==> config.mk <==
export PLATFORM = sky130hd
export DESIGN_NAME = prog_loader
export DESIGN_NICKNAME = d
export VERILOG_FILES = /design/src/rtl/bali_loader_pkg.sv /design/src/rtl/prog_loader.sv
export SDC_FILE = /design/constraint.sdc
export NUM_CORES = 1
export LEC_CHECK = 0
export BUFFER_PORTS_ARGS = -buffer_cell sky130_fd_sc_hd__buf_2
export CAP_MARGIN = 25
export CORE_UTILIZATION = 55
export DETAILED_ROUTE_END_ITERATION = 7
export PLACE_DENSITY = 0.86
export SYNTH_ARGS = -nofsm -noshare
export SYNTH_HDL_FRONTEND = slang
export SYNTH_SLANG_ARGS = --single-unit
==> constraint.sdc <==
create_clock -name clk -period 3.6 [get_ports clk]
set_clock_uncertainty 0.2 [all_clocks]
set_input_delay 1.08 -clock clk [delete_from_list [all_inputs] [get_ports clk]]
set_output_delay 1.08 -clock clk [all_outputs]
set_load 0.02 [all_outputs]
==> src/rtl/bali_loader_pkg.sv <==
// rtl/bali_loader_pkg.sv - shared types and constants for the program loader
//
// Purpose: loader FSM state encoding, error codes and the default frame
// start marker used by prog_loader and its benches.
package bali_loader_pkg;

  typedef enum logic [2:0] {
    ST_IDLE,
    ST_LEN_HI,
    ST_LEN_LO,
    ST_DATA,
    ST_CHECK,
    ST_COMMIT,
    ST_RUN,
    ST_ERROR
  } loader_state_t;

  typedef enum logic [1:0] {
    ERR_NONE = 2'b00,
    ERR_LEN  = 2'b01,
    ERR_CHK  = 2'b10
  } loader_err_t;

  localparam logic [7:0] DEFAULT_SYNC_BYTE = 8'hB4;

endpackage

==> src/rtl/prog_loader.sv <==
// rtl/prog_loader.sv - framed byte-stream loader into CPU program memory
//
// Purpose: accepts SYNC, LEN_HI, LEN_LO, LEN payload bytes, CHK over a
// valid/ready byte port, writes the payload to program memory from address 0
// and holds the CPU in reset until the XOR checksum of the frame matches.
//
// Ports:
//   clk, rst            clock, asynchronous active-low reset
//   in_valid/in_ready   upstream byte handshake, in_data the byte
//   mem_we/mem_addr/mem_wdata  program memory write port (1-cycle latency)
//   cpu_hold            1 keeps the CPU in reset
//   done                valid image loaded, CPU released
//   error               00 none, 01 bad length, 10 checksum mismatch
module prog_loader
  import bali_loader_pkg::*;
#(
  parameter int         ADDR_WIDTH = 10,
  parameter logic [7:0] SYNC_BYTE  = DEFAULT_SYNC_BYTE
) (
  input  logic                  clk,
  input  logic                  rst,
  input  logic                  in_valid,
  output logic                  in_ready,
  input  logic [7:0]            in_data,
  output logic                  mem_we,
  output logic [ADDR_WIDTH-1:0] mem_addr,
  output logic [7:0]            mem_wdata,
  output logic                  cpu_hold,
  output logic                  done,
  output logic [1:0]            error
);

  // Counter is one bit wider than the address so a full-capacity image
  // (LEN == 2**ADDR_WIDTH) can be counted to completion without wrapping.
  localparam int          CW       = ADDR_WIDTH + 1;
  localparam logic [16:0] CAPACITY = 17'(1) << ADDR_WIDTH;

  loader_state_t   state_q, state_d;
  loader_err_t     err_q;
  logic [7:0]      len_hi_q;
  logic [CW-1:0]   len_q;
  logic [CW-1:0]   cnt_q;
  logic [CW-1:0]   cnt_next;
  logic [7:0]      acc_q;
  logic            match_q;
  logic            xfer;
  logic            is_sync;
  logic [15:0]     len_word;
  logic            len_bad;

  assign in_ready = rst && (state_q != ST_COMMIT);
  assign xfer     = in_valid && in_ready;
  assign is_sync  = (in_data == SYNC_BYTE);
  assign len_word = {len_hi_q, in_data};
  assign len_bad  = (len_word == 16'd0) || ({1'b0, len_word} > CAPACITY);
  assign cnt_next = cnt_q + CW'(1);
  assign error    = err_q;

  always_ff @(posedge clk or negedge rst) begin
    if (!rst) begin
      state_q <= ST_IDLE;
    end else begin
      state_q <= state_d;
    end
  end

  always_comb begin
    state_d = state_q;
    case (state_q)
      ST_IDLE:   if (xfer && is_sync) state_d = ST_LEN_HI;
      ST_LEN_HI: if (xfer) state_d = ST_LEN_LO;
      ST_LEN_LO: if (xfer) state_d = len_bad ? ST_ERROR : ST_DATA;
      ST_DATA:   if (xfer && (cnt_next == len_q)) state_d = ST_CHECK;
      ST_CHECK:  if (xfer) state_d = ST_COMMIT;
      ST_COMMIT: state_d = match_q ? ST_RUN : ST_ERROR;
      ST_RUN,
      ST_ERROR:  if (xfer && is_sync) state_d = ST_LEN_HI;
      default:   state_d = ST_IDLE;
    endcase
  end

  always_ff @(posedge clk or negedge rst) begin
    if (!rst) begin
      mem_we    <= 1'b0;
      mem_addr  <= '0;
      mem_wdata <= 8'h00;
      cpu_hold  <= 1'b1;
      done      <= 1'b0;
      err_q     <= ERR_NONE;
      len_hi_q  <= 8'h00;
      len_q     <= '0;
      cnt_q     <= '0;
      acc_q     <= 8'h00;
      match_q   <= 1'b0;
    end else begin
      mem_we <= 1'b0;
      case (state_q)
        ST_LEN_HI: if (xfer) len_hi_q <= in_data;
        ST_LEN_LO: begin
          if (xfer) begin
            if (len_bad) begin
              err_q <= ERR_LEN;
            end else begin
              len_q <= len_word[CW-1:0];
              cnt_q <= '0;
              acc_q <= 8'h00;
            end
          end
        end
        ST_DATA: begin
          if (xfer) begin
            mem_we    <= 1'b1;
            mem_addr  <= cnt_q[ADDR_WIDTH-1:0];
            mem_wdata <= in_data;
            cnt_q     <= cnt_next;
            acc_q     <= acc_q ^ in_data;
          end
        end
        ST_CHECK: if (xfer) match_q <= (in_data == acc_q);
        ST_COMMIT: begin
          if (match_q) begin
            cpu_hold <= 1'b0;
            done     <= 1'b1;
          end else begin
            err_q <= ERR_CHK;
          end
        end
        ST_RUN,
        ST_ERROR: begin
          // A new SYNC re-arms the hold before any new payload is written.
          if (xfer && is_sync) begin
            cpu_hold <= 1'b1;
            done     <= 1'b0;
            err_q    <= ERR_NONE;
          end
        end
        default: ;
      endcase
    end
  end

endmodule

## Word level (Yosys, flattened, before mapping)

Index checks and enable logic that the tools add are counted.

| storage, ports and cells | value |
|---|---|
| word-level logic and storage cells | 87 |
| output and inout bits | 24 |
| bits in registers | 65 |

| cells by class | value |
|---|---|
| reduce and logical (&&, ||, !) cells | 20 |
| equal/unequal tests | 22 |
| add/sub/neg operators | 1 |
| bitwise operators | 2 |
| mux-type cells | 29 |
| magnitude comparators | 1 |

Operators by type and width:

| cell | number |
|---|---|
| two-way mux 11 bit | 3 |
| two-way mux 8 bit | 3 |
| one-hot mux 11 bit (2 select lines) | 1 |
| != test 2 bit (second input constant) | 10 |
| two-way mux 3 bit | 6 |
| one-hot mux 3 bit (6 select lines) | 1 |
| greater-than comparator 16 x 11 -> 1 bit (second input constant) | 1 |
| zero test 16 bit | 1 |
| one-hot mux 8 bit (2 select lines) | 1 |
| == test 3 bit (second input constant) | 4 |
| adder 11 x 1 -> 11 bit (second input constant) | 1 |
| == test 11 bit | 1 |
| AND reduction 5 bit | 2 |
| == test 8 bit | 1 |
| == test 8 bit (second input constant) | 1 |
| two-way mux 2 bit | 4 |
| bitwise XOR 8 bit | 1 |
| two-way mux 1 bit | 7 |
| == test 3 x 2 -> 1 bit (second input constant) | 2 |
| one-hot mux 2 bit (3 select lines) | 1 |
| AND reduction 2 bit | 3 |
| AND reduction 3 bit | 2 |
| logical AND 1 bit | 4 |
| one-hot mux 1 bit (2 select lines) | 2 |
| other kinds (11) | 12 |

## Longest topological paths before layout

| logic depth | value |
|---|---|
| word-level depth | 6 |
| gate-level depth with buffers | 8 |
| depth with buffers taken out | 7 |

## Worst setup path after synthesis

OpenSTA, ideal clock, no wires.

| timing | value |
|---|---|
| kind | in2reg |
| from | input in_data[6] |
| to | register cnt_q[8] |
| path buffers | 2 |
| library setup time | 141 ps |
| path slack | 755 ps |
| data arrival time | 2504 ps |
| cell stages on the path | 7 |
| cells stage by stage | nor4_1 > a31o_2 > a41oi_1 > nor3_1 > buf_2 > buf_2 > a31oi_1 |

| on the way | value |
|---|---|
| cells in the longest elaborated chain, start to end | 4 |

Ends and longest elaborated chain:

| what | RTL line | RTL |
|---|---|---|
| from (decl) | prog_loader.sv:24 | `input logic [7:0] in_data,` |
| greater-than comparator 16 x 11 -> 1 bit / zero test 16 bit (equally long branches) | prog_loader.sv:55 | `assign len_bad = (len_word == 16'd0) \|\| ({1'b0, len_word} > CAPACITY);` |
| logical OR 1 bit * | prog_loader.sv:55 |  |
| != test 2 bit (no line) * | n/a |  |
| AND reduction 4 bit (no line) * | n/a |  |
| to (signal assigned) | prog_loader.sv:115 | `cnt_q <= cnt_next;` |
| to (decl) | prog_loader.sv:42 | `logic [CW-1:0] cnt_q;` |

Mark *: on every way between the ends. The rest lies on a longest branch, timed or not.
A chain may end at the register's enable or synchronous reset.

## Final worst setup path

| timing | value |
|---|---|
| from | input rst |
| to | output in_ready |

| on the way | value |
|---|---|
| cells in the longest elaborated chain, start to end | 1 |

Ends and longest elaborated chain:

| what | RTL line | RTL |
|---|---|---|
| from (decl) | prog_loader.sv:21 | `input logic rst,` |
| logical AND 1 bit | prog_loader.sv:51 | `assign in_ready = rst && (state_q != ST_COMMIT);` |
| to (decl) | prog_loader.sv:23 | `output logic in_ready,` |

No other way between the ends.

==> impl_metrics.yaml <==
power:
  p_leak_nw: 1.83
  power.total_mw: 3.08
  p_per_area_mw_per_mm2: 816
  ir_drop_mv: 0.564
yosys:
  synth_cell_types: 47
  synth_ff_type: "dfrtp_1"
  synth_seq_cells: 65
  async_flop_share_pct: 100
  synth_area_leaders: "dfrtp_1 48%, nand2_1 7.8%, mux2_2 6.1%"
  synthTopCellsByCount: "69 x nand2_1, 64 x dfrtp_1, 21 x nor2_1, 21 x o21ai_0, 18 x mux2_2"
  ys_seq_area_share_pct: 49.1
  synth_edf_count: 0
  syn_area_mm2: 0.00331
  syn_area_per_cell_um2: 9.47
  yosys.area.top_type: "dfrtp_1"
  syn_nets: 362
  yosysWarningCount: 0
  netlist_instances: 350
  yosysMostFrequentCell: "nand2_1"
  synth_top_area_share_pct: 48.3
floorplan:
  die_w_um: 79.6
  num_rows: 27
  dieArea_mm2: 0.00634
  ios: 35
  dieHeight_um: 79.6
  core_mm2: 0.00564
  start_util_pct: 58.7
timing:
  max-slew-margin-rel_pct: 54.9
  setup_violations: 0
  tightest_slew_ns: 0.677
  drv_slew: 0
  period_minus_slack_ns: 3.00
  fmax_ghz: 0.334
  whs_ns: 0.270
  fin_setup_tns_ns: 0
  finalHoldViolCount: 0
  finalCritPeriodShare_pct: 83.3
  rsz0062_at_grt: "false"
setup_path:
  cp_cell_sequence: "buf_2 -> buf_4 -> nor2b_1 -> buf_2"
  crit_top_cell: "buf_2"
  cp.buffers_inverters: 3
  cp_top_family: "buffers and inverters"
  required_ns: 2.32
  rrSetupSlack_ns: 0.96
  crit_path_start_kind: "input port"
  crit_path_end_kind: "output pin"
  arrival_ns: 1.72
  r2r_start: "cnt_q[0]"
  critPathMaxStageDelay_ns: 0.21
  timing.rr.end: "state_q[0]"
  rr_worst_depth: 7
  cp_max_fo: 14
  crit_slowest_cell: "buf_4"
  path_class: "in -> out"
route:
  drc: 0
  viasPerCell: 6.07
  routedWlPerCell_um: 16.4
  drtIter0Drc: 232
  first_pass_iters: 5
  routed_wl_mm: 7.52
  ant_nets: 0
  via_count: 2784
clock_tree:
  clock_latency_ns: 0.34
  cts.sink_count: 65
  htreeDepth: 3
  clkTransAtPathRegs_ns: 0.07
  root_buffer: "clkbuf_8"
  clockBufferDepth: 2
  ctsHoldBuffers: 0
  cts_buffers: 9
  cts-resized-gates: 0
  post_cts_buffers: 0
  cts_tree: "done"
placed_design:
  dp_cells: 444
  gp_congestion: 0.913
  place_hpwl_mm: 5.08
  placedInstanceArea_mm2: 0.00355
  io_buffers: 34
worst_hold_path:
  min-delay-start: "mem_addr[4]"
  holdPathEnd: "mem_addr[4]"
  min_path_cells: 2
  hp-class: "reg -> reg"
global_routing:
  grt-busiest-layer: "met2"
  grt_pass1_wl_mm: 12.3
  grt_max_degree: 55
  grt_pass1_vias: 2592
  antenna_found_initial: 0
  overflow: 0
  use_met1_pct: 32.7
  track_usage_pct: 26.0
  met2_usage_pct: 43.8
  use_met3_pct: 3.77
final_layout:
  fin_nets: 395
  drive_gt1_share_pct: 21.2
  area_growth_pct: 14.0
  antenna_cells: 0
  fin_area_mm2: 0.00378
  final_cells: 459
status:
  status: "finished clean"
run:
  cap_violations: 0
==> metal layers <==
metal  routed length (µm)  up-vias
li1                     -     1300
met1                 3220     1353
met2                 3710      115
met3                  411       16
met4                  186        0
met5                    0        -
==> worst max-delay path by stage <==
| stage | from | endpoint | slack, ns | cells past startpoint |
|---|---|---|---|---|
| 3_3_place_gp | in_data[6] | acc_q[3] | 0.48 | 8 |
| 2_1_floorplan | in_data[6] | cnt_q[8] | 0.75 | 7 |
| 4_1_cts | rst | in_ready | 0.58 | 4 |
| 3_5_place_dp | in_data[6] | acc_q[4] | 0.42 | 8 |
| 6_report | rst | in_ready | 0.60 | 4 |
| 5_1_grt | rst | in_ready | 0.53 | 4 |
==> tightest hold or removal path, cell delays in order, from the launching register on <==
cell,delay [ns]
dfrtp_1,0.34
nand2_1,0.05
nand2_1,0.05
==> power breakdown <==
group          switching (mW)  leakage (nW)  total [mW]  internal [mW]
Sequential              0.268         0.826        1.26          0.992
Combinational           0.638         0.892        1.12          0.478
Clock                   0.283         0.112       0.708          0.425
==> cell families (layout without fill, tap and decap cells) <==
group | Yosys count | in the layout | synth area share [%]
AO/OA/AOI/OAI | 70 | 70 | 14.1
XOR/XNOR | 21 | 21 | 5.55
adder cells (fa/ha/maj) | 1 | 1 | 0.377
buffers and inverters | 26 | 63 | 3.10
flip-flops | 65 | 65 | 49.1
multiplexers | 20 | 20 | 6.72
AND/OR/NAND/NOR | 147 | 147 | 21.0
==> per-stage QoR <==
step	setup WS [ns]	utilization (%)
5_1_grt	0.529	67.0
6_report	0.603	67.0
3_3_place_gp	0.482	62.9
4_1_cts	0.582	67.0
2_1_floorplan	0.755	-
3_5_place_dp	0.423	62.9
==> flip-flops by register name, indices dropped and copies added (netlist names) <==
| register | flops |
|---|---|
| mem_wdata | 8 |
| state_q | 3 |
| mem_addr | 10 |
| done | 1 |
| acc_q | 8 |
| cpu_hold | 1 |
| error | 2 |
| cnt_q | 11 |
| match_q | 1 |
| len_q | 11 |
| len_hi_q | 8 |
| mem_we | 1 |
==> area by class of cell <==
cell class                 count  area (µm²)
sequential                    65        1630
timing repair buffer          41         223
clock buffer                  11         151
tap                           72        90.1
multi-input combinational    259        1580
inverter                       7        26.3
fill                         442        1860
clock inverter                 4        76.3
==> cell usage in the layout, fill, tap and decap left out, drive strengths merged, types with 3 or more instances in the layout <==
cell,instances
nand2,69
dfrtp,64
buf,41
nor2,21
o21ai,21
mux2,18
nand3,14
xor2,13
a21oi,11
clkbuf,11
nor3,10
a31oi,9
xnor2,8
inv,7
nor4,7
o21a,7
nor2b,6
a21o,6
a31o,3
o31a,3
a211oi,3
and4,3
(Power assumes the default switching activity.)
